[src/rtl/arm_boot_loader.sv]
// arm_boot_loader: receives a framed program image as a byte stream, packs
// little-endian 32-bit words into instruction memory and holds the core in
// reset until the frame checksum matches.
//
// Frame: 0xA5, LEN_LO, LEN_HI (word count N), 4*N data bytes, CHK.
// CHK is the XOR of LEN_LO, LEN_HI and every data byte.
//
// Handshake: rx_valid is a one-cycle strobe qualifying rx_data. There is no
// ready/back-pressure, so every strobed byte is consumed in the cycle it
// arrives, including strobes on consecutive cycles.
//
// ADDR_W must be at most 15 so that a word index fits the 16-bit length field.
module arm_boot_loader #(
  parameter int ADDR_W         = 6,
  parameter int TIMEOUT_CYCLES = 1000000
) (
  input  logic              clk,
  input  logic              reset,
  input  logic              rx_valid,
  input  logic [7:0]        rx_data,
  output logic              imem_we,
  output logic [ADDR_W-1:0] imem_addr,
  output logic [31:0]       imem_wdata,
  output logic              cpu_reset,
  output logic              done,
  output logic              error,
  output logic [2:0]        dbg_state_o
);

  typedef enum logic [2:0] {
    S_IDLE   = 3'd0,
    S_LEN_LO = 3'd1,
    S_LEN_HI = 3'd2,
    S_DATA   = 3'd3,
    S_CHECK  = 3'd4,
    S_RUN    = 3'd5,
    S_ERROR  = 3'd6
  } state_t;

  localparam logic [7:0]       SYNC_BYTE = 8'hA5;
  localparam int               TMO_W     = $clog2(TIMEOUT_CYCLES + 1);
  localparam logic [TMO_W-1:0] TMO_LAST  = TMO_W'(TIMEOUT_CYCLES - 1);
  localparam logic [16:0]      CAPACITY  = 17'(2 ** ADDR_W);

  state_t              state_q, state_d;
  logic [15:0]         len_q, len_d;
  logic [7:0]          chk_q, chk_d;
  logic [1:0]          byte_cnt_q, byte_cnt_d;
  logic [ADDR_W-1:0]   word_idx_q, word_idx_d;
  logic [23:0]         acc_q, acc_d;
  logic [TMO_W-1:0]    tmo_q, tmo_d;
  logic                we_q, we_d;
  logic [ADDR_W-1:0]   addr_q, addr_d;
  logic [31:0]         wdata_q, wdata_d;

  logic [15:0]         n_rx;
  logic                in_frame;
  logic                last_word;

  // Word count as it would read once the high length byte is taken.
  assign n_rx      = {rx_data, len_q[7:0]};
  // States in which a stalled sender is detected by the idle timer.
  assign in_frame  = (state_q == S_LEN_LO) || (state_q == S_LEN_HI) ||
                     (state_q == S_DATA)   || (state_q == S_CHECK);
  assign last_word = (16'(word_idx_q) == (len_q - 16'd1));

  // Next-state and datapath update for frame parsing, packing and checksum.
  always_comb begin
    state_d    = state_q;
    len_d      = len_q;
    chk_d      = chk_q;
    byte_cnt_d = byte_cnt_q;
    word_idx_d = word_idx_q;
    acc_d      = acc_q;
    tmo_d      = '0;
    we_d       = 1'b0;
    addr_d     = addr_q;
    wdata_d    = wdata_q;

    if (in_frame && !rx_valid) begin
      tmo_d = tmo_q + TMO_W'(1);
    end

    case (state_q)
      S_IDLE: begin
        if (rx_valid && rx_data == SYNC_BYTE) state_d = S_LEN_LO;
      end
      S_LEN_LO: begin
        if (rx_valid) begin
          len_d[7:0] = rx_data;
          chk_d      = chk_q ^ rx_data;
          state_d    = S_LEN_HI;
        end
      end
      S_LEN_HI: begin
        if (rx_valid) begin
          len_d[15:8] = rx_data;
          chk_d       = chk_q ^ rx_data;
          word_idx_d  = '0;
          byte_cnt_d  = 2'd0;
          if (n_rx == 16'd0)                   state_d = S_CHECK;
          else if ({1'b0, n_rx} > CAPACITY)    state_d = S_ERROR;
          else                                 state_d = S_DATA;
        end
      end
      S_DATA: begin
        if (rx_valid) begin
          chk_d      = chk_q ^ rx_data;
          byte_cnt_d = byte_cnt_q + 2'd1;
          case (byte_cnt_q)
            2'd0: acc_d[7:0]   = rx_data;
            2'd1: acc_d[15:8]  = rx_data;
            2'd2: acc_d[23:16] = rx_data;
            default: begin
              we_d    = 1'b1;
              addr_d  = word_idx_q;
              wdata_d = {rx_data, acc_q};
              if (last_word) state_d = S_CHECK;
              else           word_idx_d = word_idx_q + ADDR_W'(1);
            end
          endcase
        end
      end
      S_CHECK: begin
        if (rx_valid) state_d = (rx_data == chk_q) ? S_RUN : S_ERROR;
      end
      S_RUN, S_ERROR: begin
        if (rx_valid && rx_data == SYNC_BYTE) state_d = S_LEN_LO;
      end
      default: state_d = S_IDLE;
    endcase

    // A sender that goes quiet mid-frame abandons the image.
    if (in_frame && !rx_valid && tmo_q == TMO_LAST) state_d = S_ERROR;

    // Every new frame starts from a clean checksum, counters and timer.
    if (state_d == S_LEN_LO && state_q != S_LEN_LO) begin
      len_d      = '0;
      chk_d      = '0;
      byte_cnt_d = 2'd0;
      word_idx_d = '0;
      acc_d      = '0;
      tmo_d      = '0;
    end
  end

  // State and datapath registers; reset abandons any partial image.
  always_ff @(posedge clk or posedge reset) begin
    if (reset) begin
      state_q    <= S_IDLE;
      len_q      <= '0;
      chk_q      <= '0;
      byte_cnt_q <= 2'd0;
      word_idx_q <= '0;
      acc_q      <= '0;
      tmo_q      <= '0;
      we_q       <= 1'b0;
      addr_q     <= '0;
      wdata_q    <= '0;
    end else begin
      state_q    <= state_d;
      len_q      <= len_d;
      chk_q      <= chk_d;
      byte_cnt_q <= byte_cnt_d;
      word_idx_q <= word_idx_d;
      acc_q      <= acc_d;
      tmo_q      <= tmo_d;
      we_q       <= we_d;
      addr_q     <= addr_d;
      wdata_q    <= wdata_d;
    end
  end

  assign imem_we     = we_q;
  assign imem_addr   = addr_q;
  assign imem_wdata  = wdata_q;
  assign cpu_reset   = (state_q != S_RUN);
  assign done        = (state_q == S_RUN);
  assign error       = (state_q == S_ERROR);
  assign dbg_state_o = state_q;

endmodule

[config.mk]
export PLATFORM = sky130hd
export DESIGN_NAME = arm_boot_loader
export DESIGN_NICKNAME = d
export VERILOG_FILES = /design/src/rtl/arm_boot_loader.sv
export SDC_FILE = /design/constraint.sdc
export NUM_CORES = 1
export LEC_CHECK = 0
export CAP_MARGIN = 20
export CORE_ASPECT_RATIO = 1.4
export CORE_MARGIN = 2
export CORE_UTILIZATION = 65
export CTS_BUF_LIST = sky130_fd_sc_hd__clkbuf_4 sky130_fd_sc_hd__clkbuf_8
export CTS_CLUSTER_DIAMETER = 80
export DETAILED_ROUTE_END_ITERATION = 10
export DONT_BUFFER_PORTS = 1
export GPL_ROUTABILITY_DRIVEN = 0
export HOLD_SLACK_MARGIN = 0.15
export PLACE_DENSITY = 0.81
export SYNTH_ARGS = -nofsm -noshare
export SYNTH_HDL_FRONTEND = slang
export SYNTH_SLANG_ARGS = --single-unit
[constraint.sdc]
create_clock -name clk -period 4.9 [get_ports clk]
set_clock_uncertainty 0.1 [all_clocks]
set_input_delay 0.735 -clock clk [delete_from_list [all_inputs] [get_ports clk]]
set_output_delay 0.735 -clock clk [all_outputs]
set_load 0.05 [all_outputs]
==> summary.txt <==
Synth
  • Synthesized flop and latch total: 118
  • Leading area contributor after synthesis: dfrtp_1
  • Top cell type's share of synthesized area: 0.5143
  • Mapped Area: 5742 um^2
  • Synth Flop Type: dfrtp_1
  • Syn Nets: 681
  • Synth cell types: 50
  • Top cells by area, synth: dfrtp_1 (51%), nand2_1 (14%), nor2_1 (3.7%)
  • Most common cell in the synthesized netlist: nand2_1
  • Number of synthesized flops with an enable pin: 0
  • Syn_area_per_cell: 8.660 um^2
  • Synth Warn #: 0
  • Share of synthesized registers carrying an async set or reset: 1.000
  • Top cells by count, synth: nand2_1 (210), dfrtp_1 (118), nor2_1 (56)
  • Seq/Total Area, Yosys: 0.5143
  • Cell count after synthesis: 663

Critical path
  • Critical path buffer and inverter count: 1
  • Endpoint class of the critical path: register
  • Crit-path max FO: 52
  • CP cell instances: or3_1 -> nand3_1 -> nor4b_1 -> or4_1 -> or2_1 -> nor3_4 -> buf_4 -> o21ai_1
  • Crit path arrival time: 3960 ps
  • Worst Setup Start Kind: register
  • Crit-path max cell delay: 730 ps
  • Setup Crit Path Kind: reg2reg
  • Worst path slowest cell: dfrtp_1
  • CP delay by family, top: simple AND/OR/NAND/NOR gates
  • CP required: 5090 ps

Final layout
  • Share of post-route cells with drive strength above 1: 0.06747
  • Layout Nets: 672
  • Core Util, Final: 0.7195
  • Area growth, synth to finish: 7.867%
  • Number of fill cells: 626
  • Layout Cells excl Fill: 772
  • ANT cells: 0

Clock network
  • Root Driver: clkbuf_8
  • CTS H-tree depth: 4
  • Sink Count: 118
  • Max Root-Sink Buffers: 2
  • CTS resizes: 0
  • Reg clk slew, reported paths: 70 ps
  • CTS tree: yes
  • Skew-Pair Late Insertion Delay: 430 ps
  • # Post-CTS Setup Buffers: 0
  • CTS Buf Count: 17

Power
  • Worst VDD drop: 0.3498 mV
  • Pwr Density: 405.2 nW/um^2
  • Static leakage: 2.852 nW

Timing
  • Final setup fails: 0
  • Rel. slew slack: 0.3955
  • Final Cycle Share: 0.7704
  • Setup TNS: 0 ps
  • Fmax: 264.9 MHz
  • Final hold vios: 0
  • RSZ-0062 raised after global routing: no
  • Max Slew Vio Count: 0
  • Final min period: 3775 ps
  • Actual slew at the worst max-slew pin: 906.7 ps
  • Final hold slack: 312.6 ps

Drt
  • Drt first-iter violations: 425
  • # DRC: 0
  • Avg WL per Cell: 17.05 um
  • Final ANT Viol Nets: 0
  • Via count: 4650
  • First-pass DRT Iterations: 5
  • Final wirelength: 13.16 mm
  • Via/cell ratio: 6.023

Floorplan
  • Initial core utilization: 0.6670
  • Core footprint: 8608 um^2
  • Cell Rows: 40
  • IO Count: 56
  • Die Area: 9612 um^2
  • Die height: 115.2 um
  • Die X: 83.44 um

GRT
  • Largest net degree at the start of global routing: 86
  • Initial antenna violation count: 0
  • Total grt overflow: 0
  • GR Util All Layers: 0.2860
  • Vias in the first global route: 4575
  • First-pass GRT wire length: 21.74 mm

Min path
  • Worst Hold Class: in2reg

Run status
  • Status: complete, no violations

Place
  • IO buf count: 0
  • Placed cell count: 738
  • Hpwl dp: 8.679 mm

Flow run
  • # Max-Cap Violations: 0
-- registers in the layout, indices dropped and copies added (netlist names) --
signal / flops
imem_wdata: 32
word_idx_q: 6
byte_cnt_q: 2
chk_q: 8
imem_we: 1
len_q: 16
tmo_q: 20
acc_q: 24
dbg_state_o: 3
imem_addr: 6
-- through the flow --
| stage | area (um^2) | worst slack (ps) | power, W |
|---|---|---|---|
| 6_report | 6193 | 1125 | 0.002509 |
| 5_1_grt | 6193 | 911.9 | 0.002623 |
| 4_1_cts | 6156 | 1152 | 0.002510 |
| 3_5_place_dp | 5758 | 1165 | 0.001632 |
| 3_3_place_gp | 5758 | 1339 | 0.001607 |
| 2_1_floorplan | 5742 | 935.9 | 0.001547 |
-- cell families after synthesis --
family / after synthesis / share of synthesized area
and+or+nand+nor: 353 / 0.2765
DFF: 118 / 0.5143
AOI/OAI and AO/OA: 90 / 0.09000
buffers and inverters: 52 / 0.03813
xor gates and xnor gates: 42 / 0.06407
adders and majority gates: 8 / 0.01700
-- area by class of cell --
cell class                 instances  area, um^2  share of cell area
sequential                       118        2953              0.4768
multi-input combinational        493        2570              0.4149
clock buffer                      23       297.8             0.04808
tap                              105       131.4             0.02121
clock inverter                     9       100.1             0.01616
timing repair buffer               7       75.07             0.01212
inverter                          17       66.31             0.01071
-- cells in the final DEF, fill, tap and decap left out, types with 3 or more instances in the layout --
master      n
nand3_1    16
nor2_1     56
o21ai_1    19
o21ai_0    16
xor2_1     23
nand2_1   210
a22oi_1     3
or4_1       6
or3_1       3
nor4b_1     3
clkbuf_8   20
o211ai_1    6
inv_1      16
and3_1      8
ha_1        7
buf_4       5
nand4_1     8
and4_1      4
dfrtp_1   118
a21oi_1    32
and2_1      5
nand2b_1    3
nor4_1      8
clkbuf_4    3
nor3_1      9
xnor2_1    19
clkinv_2    5
-- routing by layer --
layer | global-route usage | vias up | wire length (um)
met5 | 0 | - | 0
met4 | 0.1226 | 0 | 197
met3 | 0.06604 | 29 | 821
met2 | 0.4812 | 177 | 6640
met1 | 0.3592 | 2253 | 5504
li1 | - | 2191 | -
-- path summary, 6_finish.rpt --
| path | slack (ps) | start | end | cells past startpoint |
|---|---|---|---|---|
| max in group asynchronous | 3050 | reset | dbg_state_o[2] | 4 |
| worst min register to register | 370 | acc_q[11] | imem_wdata[11] | 2 |
| worst max register to register | 1130 | dbg_state_o[0] | acc_q[12] | 8 |
| min in group asynchronous | 590 | reset | acc_q[9] | 2 |
| worst min-delay path | 310 | rx_data[1] | imem_wdata[25] | 2 |
| worst max-delay path | 1130 | dbg_state_o[0] | acc_q[12] | 8 |
-- where the power goes --
| group | internal [W] | switching, W |
|---|---|---|
| Combinational | 0.000166 | 0.000242 |
| Clock | 0.000504 | 0.000378 |
| Sequential | 0.00107 | 0.000148 |
| Total | 0.00174 | 0.000769 |
-- timing repair --
item | in CTS | in global routing
hold buffers | 0 | 1
hold endpoints to repair | 0 | 11
endpoints found under the setup margin | 0 | 0
(Power assumes the default switching activity.)
